<file path="config.mk">
export PLATFORM = sky130hd
export DESIGN_NAME = bit_serial_adder_ctrl
export DESIGN_NICKNAME = d
export VERILOG_FILES = /design/src/rtl/bit_serial_adder_ctrl_pkg.sv /design/src/rtl/bit_serial_adder_ctrl_fa_bit.sv /design/src/rtl/bit_serial_adder_ctrl.sv
export SDC_FILE = /design/constraint.sdc
export NUM_CORES = 1
export LEC_CHECK = 0
export CAP_MARGIN = 5
export CORE_UTILIZATION = 35
export CTS_CLUSTER_DIAMETER = 30
export CTS_CLUSTER_SIZE = 25
export DETAILED_ROUTE_END_ITERATION = 16
export HOLD_SLACK_MARGIN = 0.02
export MAX_ROUTING_LAYER = met4
export PLACE_DENSITY = 0.6
export SLEW_MARGIN = 20
export SYNTH_ARGS = -nofsm -noshare
export SYNTH_HDL_FRONTEND = slang
export SYNTH_SLANG_ARGS = --single-unit
</file>
<file path="constraint.sdc">
create_clock -name clk -period 1.6 [get_ports clk]
set_clock_uncertainty 0.05 [all_clocks]
set_input_delay 0.16 -clock clk [delete_from_list [all_inputs] [get_ports clk]]
set_output_delay 0.16 -clock clk [all_outputs]
set_load 0.05 [all_outputs]
</file>
<file path="src/rtl/bit_serial_adder_ctrl_pkg.sv">
// Shared definitions for the bit-serial adder sequencer: FSM state encoding,
// legal WIDTH range and the counter-width helper.
package bit_serial_adder_ctrl_pkg;

    typedef enum logic [1:0] {
        ST_IDLE  = 2'd0,
        ST_SHIFT = 2'd1,
        ST_DONE  = 2'd2
    } state_t;

    localparam int unsigned WIDTH_MIN = 2;
    localparam int unsigned WIDTH_MAX = 32;

    // Bit counter width: ceil(log2(w)), at least one bit.
    function automatic int unsigned cnt_bits(input int unsigned w);
        return (w <= 1) ? 1 : $clog2(w);
    endfunction

endpackage

</file>
<file path="src/rtl/bit_serial_adder_ctrl_fa_bit.sv">
// Purely combinational 1-bit full adder cell.
// Ports: a, b, ci - addend bits and carry in; s - sum bit; co - carry out.
module fa_bit (
    input  logic a,
    input  logic b,
    input  logic ci,
    output logic s,
    output logic co
);

    assign s  = a ^ b ^ ci;
    assign co = (a & b) | (ci & (a ^ b));

endmodule

</file>
<file path="src/rtl/bit_serial_adder_ctrl.sv">
// Bit-serial adder sequencer: one full-adder cell reused over WIDTH clocks,
// LSB first, with a start/busy/done handshake.
// Ports:
//   clk, rst       - rising-edge clock, synchronous active-high reset
//   start          - request, accepted in IDLE or DONE
//   a, b, cin      - operands and carry-in, latched on the accepting edge
//   busy           - high while bits are processed
//   done           - one-cycle pulse, results valid from this cycle
//   sum, cout      - registered result and carry out of the MSB
//   overflow       - signed overflow (carry into MSB ^ carry out of MSB)
module bit_serial_adder_ctrl
    import bit_serial_adder_ctrl_pkg::*;
#(
    parameter int unsigned WIDTH = 8
) (
    input  logic             clk,
    input  logic             rst,
    input  logic             start,
    input  logic [WIDTH-1:0] a,
    input  logic [WIDTH-1:0] b,
    input  logic             cin,
    output logic             busy,
    output logic             done,
    output logic [WIDTH-1:0] sum,
    output logic             cout,
    output logic             overflow
);

    if (WIDTH < WIDTH_MIN || WIDTH > WIDTH_MAX) begin : g_width_check
        $error("bit_serial_adder_ctrl: WIDTH out of legal range 2..32");
    end

    localparam int unsigned     CW   = cnt_bits(WIDTH);
    localparam logic [CW-1:0]   LAST = CW'(WIDTH - 1);

    state_t           state, next_state;
    logic [WIDTH-1:0] a_sr, b_sr;
    logic [WIDTH-2:0] psum;
    logic [WIDTH-1:0] psum_next;
    logic [CW-1:0]    cnt;
    logic             carry;
    logic             accept, last;
    logic             fa_s, fa_co;

    fa_bit u_fa (
        .a  (a_sr[0]),
        .b  (b_sr[0]),
        .ci (carry),
        .s  (fa_s),
        .co (fa_co)
    );

    // Partial sum keeps only the upper WIDTH-1 bits already produced; the
    // full word is formed with the current cell output on the final edge.
    assign psum_next = {fa_s, psum};

    always_comb begin
        next_state = state;
        accept     = 1'b0;
        last       = 1'b0;
        case (state)
            ST_IDLE: begin
                if (start) begin
                    next_state = ST_SHIFT;
                    accept     = 1'b1;
                end
            end
            ST_SHIFT: begin
                if (cnt == LAST) begin
                    next_state = ST_DONE;
                    last       = 1'b1;
                end
            end
            ST_DONE: begin
                if (start) begin
                    next_state = ST_SHIFT;
                    accept     = 1'b1;
                end else begin
                    next_state = ST_IDLE;
                end
            end
            default: next_state = ST_IDLE;
        endcase
    end

    always_ff @(posedge clk) begin
        if (rst) begin
            state <= ST_IDLE;
        end else begin
            state <= next_state;
        end
    end

    always_ff @(posedge clk) begin
        if (rst) begin
            a_sr     <= '0;
            b_sr     <= '0;
            psum     <= '0;
            cnt      <= '0;
            carry    <= 1'b0;
            sum      <= '0;
            cout     <= 1'b0;
            overflow <= 1'b0;
        end else if (accept) begin
            a_sr  <= a;
            b_sr  <= b;
            carry <= cin;
            cnt   <= '0;
        end else if (state == ST_SHIFT) begin
            a_sr  <= a_sr >> 1;
            b_sr  <= b_sr >> 1;
            carry <= fa_co;
            psum  <= psum_next[WIDTH-1:1];
            if (last) begin
                // carry still holds the carry into the MSB here
                sum      <= psum_next;
                cout     <= fa_co;
                overflow <= carry ^ fa_co;
            end else begin
                cnt <= cnt + CW'(1);
            end
        end
    end

    assign busy = (state == ST_SHIFT);
    assign done = (state == ST_DONE);

endmodule

</file>
Word level (Yosys, flattened, before mapping) --
Index checks and enable logic that the tools add are counted.
Storage, ports and cells: flip-flop bits (word level) 39, latch bits 0, bits in writable memories 0, memory bits (read-only) 0, bits of input ports 20, output and inout bits 12, word-level logic and storage cells 45, memories kept 0
Operators by class: add/sub/neg operators 1, multipliers 0, div/mod/pow operators 0, magnitude comparators 0, equal/unequal tests 5, shift operators 0, multiplexer cells 14, bitwise gates (word level) 8, reductions and logical operators 8
Operators with widths (count):
- 8-bit 2-to-1 mux | 4
- 1-bit 2-to-1 mux | 7
- 2-bit one-hot mux with 3 select lines | 1
- 2-bit AND reduction | 3
- 2-bit 2-to-1 mux | 2
- 2-bit OR reduction | 2
- 3-bit by 1-bit adder with 3-bit output (second input constant) | 1
- 3-bit equality test (second input constant) | 1
- 3-bit AND reduction | 1
- 1-bit XOR | 3
- 1-bit bitwise AND | 2
- 2-bit by 1-bit equality test with 1-bit output (second input constant) | 1
- 2-bit equality test (second input constant) | 1
- 2-bit logical NOT | 1
- 2-bit by 1-bit inequality test with 1-bit output (second input constant) | 1
- 2-bit inequality test (second input constant) | 1
- 1-bit inverter | 2
- 2-bit nonzero test | 1
- 1-bit bitwise OR | 1

Logic depth before layout (Yosys ltp) --
word-level depth 5, gate-level depth with buffers 6, mapped depth without buffers 5

Cells and area by module --
A second synthesis with hierarchy kept.
Unflattened totals: cell total of the unflattened synthesis 182, area total of the unflattened synthesis 1622.8 um2
By module, submodules not included:
- bit_serial_adder_ctrl | times used 1, cells each 181, area an instance 1602.8 um2
- fa_bit | times used 1, cells each 1, area an instance 20.0 um2

Worst setup path before layout --
OpenSTA, ideal clock, no wires.
path type register to register, start point register cnt[0], end point register cnt[1], setup time 134 ps, arrival time 1221 ps, required time 1416 ps, path slack 195 ps, stages on the path, launching flop included 6, buffers on the path 0, path through dfxtp_1 -> ha_1 -> ha_1 -> nor3b_4 -> mux2i_1 -> nor3_1
Between the ends: word-level cells in the longest chain between the ends 5
Ends and longest elaborated chain:
- start: declaration | line bit_serial_adder_ctrl.sv:40 | logic [CW-1:0] cnt;
- start signal: assignment | line bit_serial_adder_ctrl.sv:120 | cnt <= cnt + CW'(1);
- 3-bit equality test | line bit_serial_adder_ctrl.sv:69 | if (cnt == LAST) begin
- 1-bit 2-to-1 mux | line bit_serial_adder_ctrl.sv:69
- 1-bit 2-to-1 mux | line bit_serial_adder_ctrl.sv:61 | case (state)
- 1-bit inverter (no line)
- 2-bit AND reduction (no line)
Several ways; a longest one is shown, not always the timed one. A chain may end at the register's enable or synchronous reset.

Final worst setup path --
start point register state[1], end point output busy
Between the ends: word-level cells in the longest chain between the ends 1
Ends and longest elaborated chain:
- start: declaration | line bit_serial_adder_ctrl.sv:36 | state_t state, next_state;
- start signal: assignment | line bit_serial_adder_ctrl.sv:90 | state <= next_state;
- 2-bit by 1-bit equality test with 1-bit output | line bit_serial_adder_ctrl.sv:125 | assign busy = (state == ST_SHIFT);
- end: declaration | line bit_serial_adder_ctrl.sv:22 | output logic busy,
No other way between the ends.

==> out/results.tsv <==
metric	value	unit
status	complete, no violations	
routabilityCongestion	0.698	
clockRootBuffer	clkbuf_8	
fillers	447	
ir_drop	510	uV
synth_cell_types	27	
drt_iter0_markers	89	
hold_slack	0.393	ns
regArea	783	um2
start_kind	flop	
layout_commonest_cell	nand2_1	
drv_cap	0	
max-slew-margin-rel	81.5	%
ioPinCount	32	
cp_slowest_cell	dfxtp_2	
cpPeakStageDelay	0.35	ns
worst_slew_pin_slew	0.277	ns
die_h	70.8	um
powerDensity	1010	nW/um2
cp.arrival	1.32	ns
yosysTopAreaCellShare	47.1	%
route.detailed.wl_per_inst	12.0	um
synthesis.nets	208	
critPathMostFrequentCell	buf_12	
netlist_instances	185	
total_power	2.16	mW
cp_cell_sequence	nand2b_1 > buf_12 > inv_8 > buf_12	
first_pass_iters	6	
via_per_inst	5.01	
reg2reg_slack	0.13	ns
clk_pin_slew_worst_paths	0.07	ns
antenna_found_initial	0	
crit_start	state[1]$_SDFFE_PP0P_	
utilization	48.0	%
diodes	0	
core	4440	um2
synth_seq_cells	39	
cts_buffers	5	
grt_use_met2	23.3	%
yosys.area.top_type	dfxtp_1	
tns	0	ns
die_area	5020	um2
grt_start_max_net_pins	40	
dp_hpwl	2060	um
met1_usage	17.6	%
seq_area_frac_synth	47.1	%
drcViolationCount	0	
clk_latency	0.28	ns
period_share	95.5	%
grt_pass1_vias	1250	
power_leakage	0.773	nW
cts_tree	yes	
worstRegToRegCells	5	
max_freq	0.654	GHz
holdPathEnd	a_sr[7]$_SDFFE_PP0P_	
ant_nets	0	
gr-total-overflow	0	
clk_path_buf_depth	2	
hp-start	a[7]	
htree_levels	2	
hold_depth	3	
min_period	1.53	ns
hp-class	input pin to flop	
io_buffers	31	
yosysWarningCount	0	
die_w	70.8	um
syn_to_final_growth	28.7	%
slew_viol_final	0	
syn_area	1660	um2
rsz0062_at_grt	false	
cts_sinks	39	
grt_first_pass_wirelength	5590	um
path_class	flop to output port	
top_usage_layer	met2	
finalWirelength	3210	um
dpl-instance-area	1990	um2
setup_viol	0	
cp.required	1.39	ns
hold_buffers	0	
final_cell_mix	nand2_1 (48), dfxtp_1 (37), a21oi_1 (19), clkdlybuf4s50_1 (19), nor2_1 (15)	
final_cell_area	2130	um2
cp_max_fo	24	
setup.worst_path.end_class	output port	
avgSynthCellArea	8.96	um2
finalHoldViolCount	0	
yosys-top-cells-area	dfxtp_1 (47%), nand2_1 (11%), a311oi_2 (7.2%)	
nNetsFinal	238	
rows	24	
num_vias	1342	
grt_use_total	14.5	%
rr_startpoint	cnt[0]$_SDFFE_PP0P_	
start_util	37.3	%
multiInputGateArea	768	um2
r2r-end	cnt[1]$_SDFFE_PP0P_	
drive_gt1_share	21.8	%
met3_usage	3.42	%
-- Yosys cell counts --
master	count
a211oi_1	1
a21oi_1	19
a22oi_1	2
a311oi_1	3
a311oi_2	8
and3b_1	1
buf_12	1
buf_2	5
buf_4	3
buf_6	2
clkbuf_1	3
dfxtp_1	39
fa_1	1
ha_1	2
inv_8	1
mux2i_1	3
nand2_1	48
nand2_2	7
nand2b_1	2
nand3_1	3
nand3b_1	1
nor2_1	15
nor2b_1	2
nor3_1	8
nor3b_4	1
o22ai_1	2
xnor2_1	2
-- critical path, delay by kind of cell, from the launching register on --
family | cells | cell delay (ns)
buf+inv | 3 | 0.49
flops | 1 | 0.35
simple gates | 1 | 0.18
-- flip-flops by register name, summed over array words and instances (netlist names) --
register  flops
psum          7
state         2
carry         1
cout          1
b_sr          8
cnt           3
a_sr          8
overflow      1
sum           8
-- what timing repair did --
item / in CTS / in global routing
resized for setup: 0 / 4
setup buffers: 0 / 2
setup endpoints to repair: 0 / 12
-- metrics by stage --
step / std cells / setup WS [ns]
after detailed placement: 258 / 0.0742
after CTS: 266 / 0.0204
after floorplan: 185 / 0.195
after global routing: 268 / 0.00749
final: 268 / 0.0713
after global placement: 258 / 0.114
-- worst max path at each step --
| stage | cells past startpoint | to | slack, ns |
|---|---|---|---|
| final | 4 | busy | 0.07 |
| after global routing | 4 | busy | 0.007 |
| after CTS | 4 | busy | 0.02 |
| after detailed placement | 5 | overflow$_SDFFE_PP0P_ | 0.07 |
| after global placement | 5 | overflow$_SDFFE_PP0P_ | 0.11 |
| after floorplan | 5 | cnt[1]$_SDFFE_PP0P_ | 0.19 |
-- cells by family (layout without fill, tap and decap cells) --
group	after synthesis	after routing	share of synthesized area, %
muxes	3	3	1.81
buffers and inverters	15	46	6.79
and+or+nand+nor	88	88	23.8
DFF	39	39	47.1
xor gates and xnor gates	2	2	1.06
adders and majority gates	3	3	2.72
AOI/OAI and AO/OA	35	35	16.7
-- routing by layer --
layer  wire length [um]  vias up  part of all wire (%)
met2               1510       27                    47
met3                121        4                   3.8
met5                  0        -                     0
met1               1550      623                    48
met4                 38        0                   1.2
li1                   -      688                     -
-- power breakdown --
part | internal, mW | switching, mW
clock network | 0.504 | 0.330
registers | 1.02 | 0.0293
logic | 0.139 | 0.143
-- layout make-up --
class | instances | share of cell area [%]
Clock buffer | 6 | 3.87
Clock inverter | 2 | 1.64
Inverter | 1 | 0.528
Multi-Input combinational cell | 131 | 36.0
Sequential cell | 39 | 36.7
Tap cell | 52 | 3.05
Timing Repair Buffer | 37 | 18.2
Note: power is estimated with default switching activity, not from simulation.
